File: src/rtl/plot_grid_sink.sv
// plot_grid_sink
// Shadows the pixel stream a drawer sends to the VGA adapter and keeps a
// 10 x 20 board of cells. Each cell holds an occupancy bit and, optionally,
// the 6-bit colour last plotted into it. The board can be queried cell by
// cell and scanned row by row for completely filled rows.
//
// Build option: define PLOT_GRID_COLOUR_STORE_EN to keep per-cell colour.
// Without it, no colour storage is built and r_colour is tied to zero.
//
// Ports
//   clock, resetn             system clock, async active-low reset
//   x, y, colour, plot        pixel write bus (colour 0 = background)
//   clear_all                 empty the whole board in one cycle
//   q_valid, q_col, q_row     cell query request
//   r_valid, r_occupied,
//   r_colour                  query response, one cycle after the request
//   scan_start, scan_busy,
//   scan_done, full_rows      full-row scan control and result
//   oob_count                 saturating count of plots outside the board
//
// Scan FSM
//   state | meaning
//   IDLE  | waiting for scan_start
//   SCAN  | examining row row_idx (0..19), one row per cycle
//   DONE  | full_rows updated, scan_done high for this cycle
module plot_grid_sink #(
   parameter logic [7:0] ORIGIN_X   = 8'd16,
   parameter logic [6:0] ORIGIN_Y   = 7'd8,
   parameter int         CELL_SHIFT = 2
) (
   input  logic        clock,
   input  logic        resetn,
   input  logic [7:0]  x,
   input  logic [6:0]  y,
   input  logic [5:0]  colour,
   input  logic        plot,
   input  logic        clear_all,
   input  logic        q_valid,
   input  logic [3:0]  q_col,
   input  logic [4:0]  q_row,
   output logic        r_valid,
   output logic        r_occupied,
   output logic [5:0]  r_colour,
   input  logic        scan_start,
   output logic        scan_busy,
   output logic        scan_done,
   output logic [19:0] full_rows,
   output logic [7:0]  oob_count
);

   typedef enum logic [1:0] {IDLE = 2'd0, SCAN = 2'd1, DONE = 2'd2} state_t;

   state_t      state;
   state_t      state_nxt;

   logic [7:0]  dx;
   logic [7:0]  col_raw;
   logic [6:0]  dy;
   logic [6:0]  row_raw;
   logic        in_board;
   logic        wr_en;
   logic [3:0]  cell_col;
   logic [4:0]  cell_row;
   logic        q_in;

   logic [9:0]  occ [20];

   logic [4:0]  row_idx;
   logic [18:0] row_acc;
   logic        row_full;
   logic        last_row;

   // Pixel to cell mapping. The subtraction wraps for pixels left of or
   // above the origin, so the explicit >= compares are what reject them.
   assign dx       = x - ORIGIN_X;
   assign dy       = y - ORIGIN_Y;
   assign col_raw  = dx >> CELL_SHIFT;
   assign row_raw  = dy >> CELL_SHIFT;
   assign in_board = (x >= ORIGIN_X) && (y >= ORIGIN_Y) &&
                     (col_raw < 8'd10) && (row_raw < 7'd20);
   assign cell_col = col_raw[3:0];
   assign cell_row = row_raw[4:0];
   assign wr_en    = plot && in_board && !clear_all;

   assign q_in     = (q_col <= 4'd9) && (q_row <= 5'd19);

   always_ff @(posedge clock or negedge resetn) begin
      if (!resetn) begin
         for (int r = 0; r < 20; r++) occ[r] <= '0;
      end else if (clear_all) begin
         for (int r = 0; r < 20; r++) occ[r] <= '0;
      end else if (wr_en) begin
         occ[cell_row][cell_col] <= (colour != 6'd0);
      end
   end

   // Query reads the array before this edge's write lands, so a same-cycle
   // plot to the queried cell returns the old contents. Off-board cells
   // answer as solid walls.
   always_ff @(posedge clock or negedge resetn) begin
      if (!resetn) begin
         r_valid    <= 1'b0;
         r_occupied <= 1'b0;
      end else begin
         r_valid <= q_valid;
         if (q_valid) r_occupied <= q_in ? occ[q_row][q_col] : 1'b1;
      end
   end

`ifdef PLOT_GRID_COLOUR_STORE_EN
   logic [5:0] cmem [20][10];
   logic [5:0] r_colour_q;

   // Background plots store colour 0, which doubles as the cleared value.
   always_ff @(posedge clock or negedge resetn) begin
      if (!resetn) begin
         for (int r = 0; r < 20; r++)
            for (int c = 0; c < 10; c++) cmem[r][c] <= '0;
      end else if (clear_all) begin
         for (int r = 0; r < 20; r++)
            for (int c = 0; c < 10; c++) cmem[r][c] <= '0;
      end else if (wr_en) begin
         cmem[cell_row][cell_col] <= colour;
      end
   end

   always_ff @(posedge clock or negedge resetn) begin
      if (!resetn)      r_colour_q <= '0;
      else if (q_valid) r_colour_q <= q_in ? cmem[q_row][q_col] : 6'd0;
   end

   assign r_colour = r_colour_q;
`else
   assign r_colour = 6'd0;
`endif

   always_ff @(posedge clock or negedge resetn) begin
      if (!resetn)
         oob_count <= '0;
      else if (plot && !in_board && (oob_count != 8'hFF))
         oob_count <= oob_count + 8'd1;
   end

   assign row_full = &occ[row_idx];
   assign last_row = (row_idx == 5'd19);

   always_ff @(posedge clock or negedge resetn) begin
      if (!resetn) state <= IDLE;
      else         state <= state_nxt;
   end

   always_comb begin
      state_nxt = state;
      case (state)
         IDLE:    if (scan_start) state_nxt = SCAN;
         SCAN:    if (last_row)   state_nxt = DONE;
         DONE:    state_nxt = IDLE;
         default: state_nxt = IDLE;
      endcase
   end

   always_comb begin
      scan_busy = (state != IDLE);
      scan_done = (state == DONE);
   end

   // Row results shift in from the top; after rows 0..18 have gone in,
   // row 0 sits at bit 0, so row 19 completes the word directly.
   always_ff @(posedge clock or negedge resetn) begin
      if (!resetn) begin
         row_idx   <= '0;
         row_acc   <= '0;
         full_rows <= '0;
      end else if (state == SCAN) begin
         row_idx <= row_idx + 5'd1;
         row_acc <= {row_full, row_acc[18:1]};
         if (last_row) full_rows <= {row_full, row_acc};
      end else begin
         row_idx <= '0;
      end
   end

endmodule

File: config.mk
export PLATFORM = sky130hd
export DESIGN_NAME = plot_grid_sink
export DESIGN_NICKNAME = d
export VERILOG_FILES = /design/src/rtl/plot_grid_sink.sv
export SDC_FILE = /design/constraint.sdc
export NUM_CORES = 1
export LEC_CHECK = 0
export ABC_CLOCK_PERIOD_IN_PS = 3850
export CORE_MARGIN = 5
export CORE_UTILIZATION = 35
export DETAILED_ROUTE_END_ITERATION = 6
export PLACE_DENSITY = 0.61
export SLEW_MARGIN = 20
export SYNTH_ARGS = -nofsm -noshare
export SYNTH_HDL_FRONTEND = slang
export SYNTH_SLANG_ARGS = --single-unit
File: constraint.sdc
create_clock -name clock -period 3.85 [get_ports clock]
set_input_delay 0.5775 -clock clock [delete_from_list [all_inputs] [get_ports clock]]
set_output_delay 0.5775 -clock clock [all_outputs]
set_load 0.01 [all_outputs]
### Word level (Yosys, flattened, before mapping)

Index checks and enable logic that the tools add are counted.

* order comparisons: 13
* bitwise gates (word level): 3
* div/mod/pow operators: 0
* shift operators: 0
* multipliers: 0
* multiplexer cells: 20
* $add $sub $neg: 4
* reductions and logical operators: 19
* equality and inequality tests: 6

Operators by type and width (number)
* 200-bit two-way mux: 2
* 200-bit bitwise mux: 1
* 10-bit binary-select mux with 5-bit select: 2
* 10-bit demux with 5-bit select: 1
* 10-bit two-way mux: 5
* 6-bit greater-or-equal comparator (second input constant): 3
* 5-bit inverter with 6-bit output: 3
* 1-bit logical AND: 10
* 4-bit by 5-bit < comparator with 1-bit output (second input constant): 2
* 10-bit AND reduction: 1
* 8-bit by 1-bit adder with 8-bit output (second input constant): 1
* 8-bit by 5-bit greater-or-equal comparator with 1-bit output (second input constant): 1
* 8-bit inequality test (second input constant): 1
* 8-bit by 5-bit subtractor with 8-bit output (second input constant): 1
* 7-bit by 4-bit greater-or-equal comparator with 1-bit output (second input constant): 1
* 7-bit by 4-bit subtractor with 7-bit output (second input constant): 1
* 6-bit by 1-bit < comparator with 1-bit output (second input constant): 1
* 6-bit by 4-bit < comparator with 1-bit output (second input constant): 1
* 6-bit nonzero test: 1
* 5-bit by 1-bit adder with 5-bit output (second input constant): 1
* 5-bit equality test (second input constant): 1
* 5-bit <= comparator (second input constant): 1
* 5-bit < comparator (second input constant): 1
* 5-bit two-way mux: 1
* other kinds (14): 21

* memory bits (writable): 0
* ROM bits: 0
* latch bits: 0
* memories: 0
* output and inout port bits: 38
* input port bits: 36
* bits in registers: 256
* logic and storage cells: 92

### Logic depth before layout (Yosys ltp)

* depth after elaboration: 10
* mapped depth: 11
* gate-level depth less buffers: 9

### Least setup slack after synthesis

No wires, ideal clock.

* path type: input -> register
* start: input port y[3]
* end: register occ[16] (netlist bit)
* setup time: 0.135 ns
* path slack: 0.884 ns
* arrival: 2.831 ns
* cell stages on the path: 11
* data required time: 3.715 ns
* path buffers: 2
* path through: buf_2 > inv_1 > ha_1 > a21bo_2 > a2bb2oi_1 > a2111oi_4 > nand3b_2 > or3b_1 > buf_2 > o21ai_0 > o31ai_1

* longest elaborated chain between the ends: 9
* elaborated cells between the ends (all ways): 18
* classes of those cells: add/sub (1); order compare (4); mux (5); bitwise (1); reduce/logical (7)

RTL lines
* start: declaration: RTL line 34 `input logic [6:0] y,`
* 7-bit by 4-bit subtractor with 7-bit output: RTL line 76 `assign dy = y - ORIGIN_Y;`
* 5-bit inverter with 6-bit output: RTL line 93 `occ[cell_row][cell_col] <= (colour != 6'd0);`
* 6-bit greater-or-equal comparator (not written as such) or 6-bit by 1-bit < comparator with 1-bit output (tied branches): RTL line 93
* 1-bit logical AND (not written as such): RTL line 93
* 10-bit two-way mux (not written as such): RTL line 93
* 10-bit demux with 5-bit select: RTL line 93
* 200-bit bitwise mux: RTL line 93
* 200-bit two-way mux: RTL line 92 `end else if (wr_en) begin`
* 200-bit two-way mux: RTL line 90 `end else if (clear_all) begin`
* end signal: indexed assignment: RTL line 93
* end: declaration: RTL line 66 `logic [9:0] occ [20];`

Parallel ways exist; a longest one is shown, timed or not. The select of a mux whose other input is x is not followed.
A chain may end at the register's enable or synchronous reset.

### Worst setup path after layout

* start: input port y[3]
* end: register occ[58] (netlist bit)

The elaborated chain is that of the path after synthesis.

==> metrics <==
post-synthesis adder-cell area fraction=less than 1%; RSZ-0062 raised after global routing=no; post-synthesis cell count=about 1,400; multi-input logic area=around 6900 sq um; Root Buffer=clkbuf_16; Fillers=between 3,000 and 4,000; GRT Overall Usage=about a fifth; Synthesis Warnings=0; Detail Route Antenna Nets=0; register bit total from synthesis=around 260; CP endpoint kind=register; synthesis-to-layout area growth=16.4%; Layout Nets=roughly 1,500; Setup Skew=roughly 0.012 ns; Die Span Y=about 210 um; M1 GR Usage=between 20% and 30%; Hold Violations, Final=0; Avg Synthesized Cell Area=9.53 sq um; largest net degree at the start of global routing=between 100 and 150; final WL=between 40,000 and 50,000 um; Mapped Area=approximately 14,000 sq um; core area=slightly below 40,000 sq um; reg2reg end=full_rows[0]$_DFFE_PN0P_; Slew Limit Headroom=between 30% and 40%; ranking of synthesized cells by area=dfrtp_1 46%, mux2i_1 6.7%, mux4_2 5.9%, nor2_1 5.7%, nand2_1 5.6%; Compound-Gate Fraction of Synth Area=13.7%; worst skew pair latency=approximately 0.56 ns; CTS tree=done; grt met3 use=approximately 3.4%; # Max-Cap Violations=0; die footprint=around 44,000 sq um; mux share of post-synthesis cell area=a little over an eighth; H-tree depth=1; DRC viols=0; HPWL after DPL=approximately 28,000 um; post-synth cell types=60; CP Max Fanout=8; Setup Buffers After CTS=0; Starting Density=a little over a third; share of cells above drive strength 1=between 10% and 20%; top-count cell post-synth=dfrtp_1; global-route wire length before repair=slightly below 70,000 um; routability cong.=slightly below 0.9; R2R setup slack=1.05 ns; Post-synth top flop=dfrtp_1; final period utilization=between 80% and 90%; outcome=complete, no violations; Via density=roughly 5.7; critical path class=primary input to register; Worst EP required=~4.3 ns; worst r2r path cells=6; EDFF count, synth=0; Async SR Flop Fraction=100%; ant diodes=0; cell taking the most area after synthesis=dfrtp_1; Critical path buffers and inverters=2; TritonCTS buffer count=30; Setup Viol. Count Final=0; worst-case clock buffer depth=3; Least-Margin Pin Slew=roughly 1.0 ns; initial antenna violation count=0; first-pass detailed-route iteration total=5; pwr dens=between 400 and 500 nW/um^2; fmax=around 320 MHz; vias in the first global route=roughly 11,000; TNS Setup=0 ns; Pins Over Slew Limit=0; Wirelength per Cell=roughly 21 um; Post-CTS Resized=0; flip-flop and latch area=between 6000 and 7000 sq um; Post-synth top cells=256 x dfrtp_1, 211 x nor2_1, 206 x nand2_1; Tmin final=~3.2 ns; sequential area share after synthesis=roughly 46%; peak supply drop=slightly below 300 uV; top-area cell type share of the netlist area=46.4%; Hold WC Path Type=primary input to asynchronous set/reset pin; Post-Synth Simple-Gate Area=22.1%; port bufs=65; Arr. time, crit path=3.62 ns; met2 Use GR=between 20 and 30%; clock sinks=roughly 260; 1st-iter DRT viols=1,266; Synth Area in XOR/XNOR=0.635%; CP max stage delay=about 0.81 ns; Hold-fix buffers, CTS=0; launch point of the worst reg-to-reg path=row_idx[0]$_DFF_PN0_; crit path launch type=primary input; num ports=74; Die W=roughly 210 um; critical path's top delay family=simple AND/OR/NAND/NOR gates; GRT Max-Usage Layer=met2; slowest stage cell, crit path=nor3_1; Critical Path Start=y[3]; total chip power=approximately 7.2 mW; clk slew on worst S/H paths=roughly 0.060 ns; P_leak=~6.7 nW; combinational family with the most area after synthesis=simple AND/OR/NAND/NOR gates; global route overflow=0; row count=between 70 and 80; crit path cell chain=clkdlybuf4s50_1, inv_1, ha_1, nor3b_1, a31oi_1, or2_2, nor3_1, a21oi_1, a311oi_1; vias after detailed routing=11,457
layout by cell type (no fill, tap or decap), drive strengths merged, types with 7 or more instances in the layout:
cell type	netlist	routed
nor3	20	20
nand4b	8	8
a21oi	44	44
o31ai	24	24
nand4	44	44
buf	29	43
a311oi	36	36
clkdlybuf4s50	0	61
clkbuf	84	43
nand2b	68	68
nand2	206	206
o21ai	28	28
inv	9	10
nand3	31	31
nor2b	36	36
nor2	211	211
nor4	10	10
xnor2	7	7
dfrtp	256	256
a211oi	86	86
mux2i	93	93
a22oi	13	13
mux4	36	36
stage by stage:
step | std cells | utilization [%] | instance area, sq um | setup slack, ns | hold slack (ns)
after global placement | 1963 | 38.8 | 15000 | 0.210 | 0.453
after CTS | 2018 | 41.4 | 16100 | 0.693 | 0.0690
after detailed placement | 1963 | 38.8 | 15000 | 0.103 | 0.465
after floorplan | 1454 | - | 13800 | 0.884 | 0.282
final | 2018 | 41.4 | 16100 | 0.685 | 0.0357
after global routing | 2018 | 41.4 | 16100 | 0.456 | 0.0992
power by group:
part / leakage, nW / total (mW) / switching [mW] / internal [mW]
clock network: 0.499 / 2.92 / 1.18 / 1.74
registers: 3.52 / 3.18 / 0.258 / 2.92
logic: 2.64 / 1.15 / 0.635 / 0.510
how the worst max path moves through the flow:
stage               cells past startpoint  slack [ns]                  end
CTS                                    10        0.69  occ[36]$_DFFE_PN0P_
global placement                       10        0.21   occ[6]$_DFFE_PN0P_
global route                           10        0.46  occ[95]$_DFFE_PN0P_
detailed placement                     10        0.10  occ[36]$_DFFE_PN0P_
finish                                  9        0.69  occ[58]$_DFFE_PN0P_
floorplan                              11        0.88  occ[16]$_DFFE_PN0P_
cell families (layout without fill, tap and decap cells):
group                    Yosys count  in the layout
XOR/XNOR                          10             10
flip-flops                       256            256
other                              1              6
AO/OA/AOI/OAI                    264            264
adder cells (fa/ha/maj)            4              4
AND/OR/NAND/NOR                  657            657
multiplexers                     135            135
buffers and inverters            122            168
registers in the layout (all words and copies together), names as in the netlist:
register	cells
occ	200
full_rows	20
row_acc	19
oob_count	8
row_idx	5
state	2
r_occupied	1
r_valid	1
metal layers:
metal,wire length (um),share of wire (%),up-vias
li1,-,-,5258
met1,19200,45,5723
met2,19200,45,402
met3,3090,7.3,74
met4,969,2.3,0
met5,0,0,-
worst reg2reg max path: stages, from the launching register on:
cell     delay [ns]
dfrtp_1        0.87
ha_1           0.33
and3_1         0.21
nand2_1        0.45
inv_1          0.67
nand2_1        0.14
nand2_1        0.08
area by class of cell:
cell class | count | area share (%)
clock buffers | 43 | 5.54
multi-input cells | 1076 | 43.1
inverters | 9 | 0.210
clock inverters | 12 | 0.825
flip-flops and latches | 256 | 39.9
well taps | 518 | 4.03
repair buffers | 104 | 6.46
Power figures use the tool's default switching activity.
